$ cat src/rtl/mem_req_responder.sv
// Memory-side endpoint of the AXI-Stream memory link: reassembles serialized
// line requests, issues them one at a time to memory and streams read lines back.
module mem_req_responder #(
  parameter int ADDR_W = 26,
  parameter int LINE_W = 512,
  parameter int BEAT_W = 128
) (
  input  logic              clk_in,
  input  logic              rst_in,
  input  logic              req_axis_valid,
  output logic              req_axis_ready,
  input  logic              req_axis_tuser,
  input  logic [BEAT_W-1:0] req_axis_data,
  output logic              resp_axis_valid,
  input  logic              resp_axis_ready,
  output logic              resp_axis_tuser,
  output logic [BEAT_W-1:0] resp_axis_data,
  output logic              mem_req_valid,
  input  logic              mem_req_ready,
  output logic              mem_req_we,
  output logic [ADDR_W-1:0] mem_req_addr,
  output logic [LINE_W-1:0] mem_req_wdata,
  input  logic              mem_resp_valid,
  input  logic [LINE_W-1:0] mem_resp_data,
  output logic              protocol_error
);

  localparam int BEATS = LINE_W / BEAT_W;
  localparam logic [1:0] LAST_BEAT = 2'(BEATS - 1);

  typedef enum logic [2:0] {
    HDR   = 3'd0,
    WDATA = 3'd1,
    ISSUE = 3'd2,
    WAIT  = 3'd3,
    SEND  = 3'd4
  } state_t;

  state_t              state_r;
  logic [1:0]          beat_r;
  logic [LINE_W-1:0]   line_r;
  logic                req_fire_s;
  logic                hdr_we_s;
  logic [ADDR_W-1:0]   hdr_addr_s;
  logic [1:0]          beat_nxt_s;
  logic [BEAT_W-1:0]   send_slice_s;

  assign req_fire_s = req_axis_valid & req_axis_ready;
  assign hdr_we_s   = req_axis_data[ADDR_W];
  assign hdr_addr_s = req_axis_data[ADDR_W-1:0];
  assign beat_nxt_s = beat_r + 2'd1;

  // Request channel is open only while collecting a header or write data.
  always_comb begin
    case (state_r)
      HDR, WDATA: req_axis_ready = 1'b1;
      default:    req_axis_ready = 1'b0;
    endcase
  end

  // Next response slice, selected ahead of the handshake that advances to it.
  always_comb begin
    send_slice_s = line_r[int'(beat_nxt_s)*BEAT_W +: BEAT_W];
  end

  // Sequencer: framing, single-outstanding memory issue and response serialization.
  always_ff @(posedge clk_in) begin
    if (rst_in) begin
      state_r         <= HDR;
      beat_r          <= 2'd0;
      line_r          <= '0;
      resp_axis_valid <= 1'b0;
      resp_axis_tuser <= 1'b0;
      resp_axis_data  <= '0;
      mem_req_valid   <= 1'b0;
      mem_req_we      <= 1'b0;
      mem_req_addr    <= '0;
      mem_req_wdata   <= '0;
      protocol_error  <= 1'b0;
    end else begin
      case (state_r)
        HDR: begin
          if (req_fire_s) begin
            if (req_axis_tuser) begin
              mem_req_we   <= hdr_we_s;
              mem_req_addr <= hdr_addr_s;
              beat_r       <= 2'd0;
              if (hdr_we_s) begin
                state_r <= WDATA;
              end else begin
                mem_req_valid <= 1'b1;
                state_r       <= ISSUE;
              end
            end else begin
              protocol_error <= 1'b1;
            end
          end
        end
        WDATA: begin
          if (req_fire_s) begin
            if (req_axis_tuser) begin
              // A header mid-line abandons the partial write and starts over.
              protocol_error <= 1'b1;
              mem_req_we     <= hdr_we_s;
              mem_req_addr   <= hdr_addr_s;
              beat_r         <= 2'd0;
              if (hdr_we_s) begin
                state_r <= WDATA;
              end else begin
                mem_req_valid <= 1'b1;
                state_r       <= ISSUE;
              end
            end else begin
              mem_req_wdata[int'(beat_r)*BEAT_W +: BEAT_W] <= req_axis_data;
              if (beat_r == LAST_BEAT) begin
                beat_r        <= 2'd0;
                mem_req_valid <= 1'b1;
                state_r       <= ISSUE;
              end else begin
                beat_r <= beat_nxt_s;
              end
            end
          end
        end
        ISSUE: begin
          if (mem_req_ready) begin
            mem_req_valid <= 1'b0;
            state_r       <= mem_req_we ? HDR : WAIT;
          end
        end
        WAIT: begin
          if (mem_resp_valid) begin
            line_r          <= mem_resp_data;
            resp_axis_data  <= mem_resp_data[BEAT_W-1:0];
            resp_axis_tuser <= 1'b1;
            resp_axis_valid <= 1'b1;
            beat_r          <= 2'd0;
            state_r         <= SEND;
          end
        end
        SEND: begin
          if (resp_axis_ready) begin
            if (beat_r == LAST_BEAT) begin
              resp_axis_valid <= 1'b0;
              resp_axis_tuser <= 1'b0;
              beat_r          <= 2'd0;
              state_r         <= HDR;
            end else begin
              beat_r          <= beat_nxt_s;
              resp_axis_data  <= send_slice_s;
              resp_axis_tuser <= 1'b0;
            end
          end
        end
        default: begin
          state_r <= HDR;
        end
      endcase
    end
  end

endmodule

$ cat config.mk
export PLATFORM = sky130hd
export DESIGN_NAME = mem_req_responder
export DESIGN_NICKNAME = d
export VERILOG_FILES = /design/src/rtl/mem_req_responder.sv
export SDC_FILE = /design/constraint.sdc
export NUM_CORES = 2
export LEC_CHECK = 0
export BUFFER_PORTS_ARGS = -buffer_cell sky130_fd_sc_hd__buf_4
export CAP_MARGIN = 40
export CORE_AREA = 5 5 518 520
export CTS_CLUSTER_SIZE = 40
export DETAILED_ROUTE_END_ITERATION = 7
export DIE_AREA = 0 0 523 525
export PLACE_DENSITY = 0.36
export SLEW_MARGIN = 20
export SYNTH_ARGS = -nofsm -noshare
export SYNTH_HDL_FRONTEND = slang
export SYNTH_SLANG_ARGS = --single-unit
$ cat constraint.sdc
create_clock -name clk_in -period 3.2 [get_ports clk_in]
set_clock_uncertainty 0.1 [all_clocks]
set_input_delay 0.64 -clock clk_in [delete_from_list [all_inputs] [get_ports clk_in]]
set_output_delay 0.64 -clock clk_in [all_outputs]
set_load 0.01 [all_outputs]
Word-level counts from Yosys, hierarchy flattened
Cells that the tools add are included.
W data, S select, Z words.

storage, ports and cells
  bits in registers = 1188
  input port bits = 647
  output and inout port bits = 672

operators by class
  bitwise logic cells = 2
  equality and inequality tests = 16
  shift operators = 3
  reductions and logical operators = 16
  add/sub/neg operators = 2
  multiplexer cells = 45

operator list
  operator                      count
  $bwmux W512                   1
  $shift A128 B33 Y512 const A  1
  $shiftx A128 B33 Y512         1
  $shiftx A512 B10 Y128         1
  $mux W128                     3
  $pmux W128 S2                 1
  $neg A9 Y33                   1
  $mux W3                       9
  $ne A2 B2 Y1 const B          10
  $mux W2                       9
  $mux W1                       16
  $pmux W3 S5                   1
  $reduce_and A6 Y1             2
  $reduce_and A3 Y1             3
  $pmux W2 S4                   1
  $reduce_and A4 Y1             2
  $reduce_and A8 Y1             1
  $eq A3 B2 Y1 const B          2
  $pmux W1 S2                   3
  $reduce_and A5 Y1             1
  $reduce_bool A2 Y1            2
  $reduce_bool A4 Y1            1
  $eq A3 B1 Y1 const B          1
  $eq A3 B3 Y1 const B          1
  10 further kinds              10

Logic depth before layout (Yosys ltp)
  depth in word-level cells = 6
  mapped depth = 10
  gate-level depth less buffers = 6

Worst setup path before layout
No wires, ideal clock.

  path type = register to register
  start = register beat_r[0]
  end = register mem_req_wdata[10]
  setup time = 70 ps
  arrival = 2290 ps
  data required time = 3030 ps
  setup slack = 739 ps
  cell stages (with the launch flop) = 11
  cells stage by stage = dfxtp_1 buf_2 inv_1 ha_1 buf_2 buf_2 nor4bb_1 clkbuf_1 buf_1 nand3_1 a21oi_1

between the ends
  word-level cells in the longest chain between the ends = 3
  elaborated cells on any way between the ends = 4

RTL lines
  element                                                        line  RTL
  from (decl)                                                    40    logic [1:0] beat_r;
  from (signal assigned)                                         120   beat_r <= beat_nxt_s;
  from (signal assigned)                                         149   beat_r <= beat_nxt_s;
  $neg A9 Y33 *                                                  114   mem_req_wdata[int'(beat_r)*BEAT_W +: BEAT_W] <= req_axis_data;
  $shiftx A128 B33 Y512 or $shift A128 B33 Y512 (tied branches)  114
  $bwmux W512 *                                                  114
  to (signal, indexed assignment)                                114
  to (decl)                                                      22    output logic [LINE_W-1:0] mem_req_wdata,

Every way passes the cells marked *; elsewhere a longest branch is shown, timed or not.
A chain may end at the register's enable or synchronous reset.

Worst setup path after layout
  start = register state_r[2]
  end = register resp_axis_data[107]

between the ends
  word-level cells in the longest chain between the ends = 3
  elaborated cells on any way between the ends = 8

RTL lines
  element                                                       line  RTL
  from (decl)                                                   39    state_t state_r;
  from (signal assigned)                                        128   state_r <= mem_req_we ? HDR : WAIT;
  $eq A3 B3 Y1 or $eq A3 B2 Y1 (tied branches)                  81    case (state_r)
  $ne A2 B2 Y1 (no line) or $reduce_bool A2 Y1 (tied branches)  n/a
  $reduce_and A4 Y1 (no line)                                   n/a
  to (signal assigned)                                          134   resp_axis_data <= mem_resp_data[BEAT_W-1:0];
  to (signal assigned)                                          150   resp_axis_data <= send_slice_s;
  to (decl)                                                     17    output logic [BEAT_W-1:0] resp_axis_data,

Parallel ways exist; a longest one is shown, timed or not.

==> impl_metrics.yaml <==
run_status:
  status: "complete, no violations"
worst_setup_path:
  r2r_slack_ns: 0.51
  start_kind: "register"
  cp-end-kind: "register"
  critPathArrivalTime_ns: 3.25
  required_ns: 3.76
  r2r-end: "resp_axis_data[107]"
  reg2reg_from: "state_r[2]"
  reg2regPathDepth: 6
  crit_type: "reg2reg"
  cp_max_fo: 44
floorplanning:
  io_pins: 1319
  dieArea_um2: 275000
  fp.dieW_um: 523
  core_area_um2: 264000
  die_h_um: 525
  row_count: 189
  start_util_pct: 17.3
detailed_routing:
  drt-vias-per-instance: 4.37
  ant_nets: 0
  routedWlPerCell_um: 23.8
  routed_wirelength_um: 260000
  vias: 47814
  drt_iter0_drc: 3503
  dr.pass1.iters: 5
  drc: 0
clocking:
  cts_root_buf: "clkbuf_16"
  cts_max_level: 4
  cts_tree: "built"
  clk_latency_ns: 0.79
  clk_pin_slew_worst_paths_ns: 0.06
  post_cts.resized_instances: 0
  cts_sinks: 1188
  cts_buffers: 147
  cts_buffer_depth: 3
power:
  clkPwrFrac_pct: 48.4
  power_frac_comb_pct: 8.4
  switching_share_pct: 25.3
  vdd_drop_max_uv: 491
  p_sw_w: 0.00880
  powerDensity_nw_per_um2: 493
  leakage_nw: 25.7
  power_frac_seq_pct: 43.3
  p_int_w: 0.0260
synthesis:
  ys_warn_count: 0
  synth.avg_cell_area_um2: 8.20
  netlist_area_um2: 45700
  synth-seq-cells: 1188
  synth_area_leaders: "dfxtp_1 (52%), nand2_1 (15%), a21oi_1 (12%)"
  yosysUniqueCellTypes: 39
  synth_edf_count: 0
  synthArstFlopShare_pct: 0
  synthTopCellsByCount: "nand2_1 (1,851), dfxtp_1 (1,188), a21oi_1 (1,056)"
  yosysSeqAreaShare_pct: 52.0
  synth.top_cell.area_share_pct: 52.0
  synth_flop_cell: "dfxtp_1"
  synth_fp_nets: 6229
  syn_inst: 5576
  yosysTopAreaCell: "dfxtp_1"
  yosysMostFrequentCell: "nand2_1"
timing:
  period_share_pct: 84.2
  holdWs_ns: 0.0894
  layout_min_cycle_time_ns: 2.69
  setup_viol: 0
  tightest_slew_ns: 0.846
  slew_headroom_pct: 43.6
  finalSetupTns_ns: 0
  slew_violations: 0
  rsz0062_at_grt: "false"
  hold_viol_final: 0
  fmax_mhz: 371
grt:
  antenna_found_initial: 65
  overflow: 0
  grt_first_pass_wirelength_um: 363000
  grt_max_degree: 120
  grt_pass1_vias: 46928
  gr-usage-all-layers_pct: 18.0
placement:
  globalplace.congestion: 0.825
  port_buffers: 1318
  hpwl_um: 192000
hold_path:
  hold_class: "in2reg"
  min_delay_path_depth: 3
  min_to: "line_r[189]"
  hp-start: "mem_resp_data[189]"
layout:
  final_layout_size_suffix_gt1_share_pct: 25.2
  final_util_pct: 26.8
  fin_nets: 7911
  area_growth_syn_to_layout_pct: 54.3
job:
  max-cap-violations: 0
[placed cells by master (no fill, tap or decap), types with 33 or more instances in the layout]
cell           synthesis  routed
buf_12                 0      57
mux4_2               128     128
clkbuf_16              0     148
nand2_1             1851    1851
clkbuf_1             340      41
diode_2                0      37
dfxtp_1             1188    1187
a311oi_1             131     131
nor2_1               136     135
nand3_1              517     512
dlygate4sd3_1          0     560
buf_4                  6    1427
clkbuf_8               0      33
a21oi_1             1056    1056
[cell families after synthesis]
group	count (synthesis)	synth area share (%)
simple gates	2530	22.4
buf+inv	518	4.71
mux	130	6.35
compound gates	1203	14.3
flops	1188	52.0
fa+ha+maj	6	0.164
xor+xnor	1	0.0192
[power by group through the flow]
stage / Combinational [W] / Sequential [W] / Clock, W
2_1_floorplan: 0.000704 / 0.0154 / 0
3_3_place_gp: 0.00234 / 0.0154 / 0
3_5_place_dp: 0.00234 / 0.0154 / 0
4_1_cts: 0.00295 / 0.0151 / 0.0174
5_1_grt: 0.00308 / 0.0151 / 0.0180
6_report: 0.00291 / 0.0151 / 0.0168
[per-layer routing]
layer	part of all wire, %	global-route usage [%]	vias to the layer above
met2	48	30.5	1644
met3	6.2	3.74	300
li1	-	-	22349
met1	43	23.1	23475
met4	2.5	4.75	46
met5	0.098	0	-
[per-stage QoR]
step | instance area [um2] | total power [W] | instances | setup slack, ns
global route | 70500 | 0.0361 | 10924 | 0.346
CTS | 70500 | 0.0354 | 10907 | 0.433
floorplan | 45700 | 0.0161 | 5576 | 0.739
finish | 70600 | 0.0348 | 10944 | 0.507
global placement | 60000 | 0.0177 | 10081 | 0.526
detailed placement | 60000 | 0.0177 | 10082 | 0.485
[timing repair]
item	CTS	global route
setup endpoints to repair	0	0
buffers inserted	0	0
hold buffers	560	0
endpoints found under the hold margin	797	0
[cell type report]
| class | count | area, um2 |
|---|---|---|
| clock inverter | 43 | 515 |
| inverter | 6 | 22.5 |
| multi-input combinational | 3870 | 19900 |
| tap | 3533 | 4420 |
| clock buffer | 222 | 4310 |
| fill | 28789 | 193000 |
| sequential | 1188 | 23800 |
| antenna | 37 | 92.6 |
| timing repair buffer | 2045 | 17500 |
[registers in the layout, summed over array words and instances (netlist names)]
register,flops
mem_req_addr,26
mem_req_wdata,512
mem_req_we,1
line_r,512
protocol_error,1
beat_r,2
resp_axis_tuser,1
resp_axis_valid,1
state_r,3
resp_axis_data,128
mem_req_valid,1
[worst max-delay path by stage]
stage	startpoint	endpoint	slack [ns]	depth (start not counted)
final	state_r[2]	resp_axis_data[107]	0.51	6
after global routing	state_r[0]	mem_req_wdata[37]	0.35	6
after CTS	state_r[1]	req_axis_ready	0.43	2
after detailed placement	req_axis_tuser	mem_req_wdata[57]	0.49	7
after global placement	req_axis_tuser	mem_req_wdata[26]	0.53	7
after floorplan	beat_r[0]	mem_req_wdata[10]	0.74	10
[critical path, stage by stage, from the launching register on]
cell	delay (ns)
dfxtp_1	0.66
or3b_4	0.59
o21ai_4	0.22
buf_12	0.26
buf_12	0.28
nor2_1	0.07
a311oi_1	0.26
No activity file was read; power rests on OpenSTA's default activity.
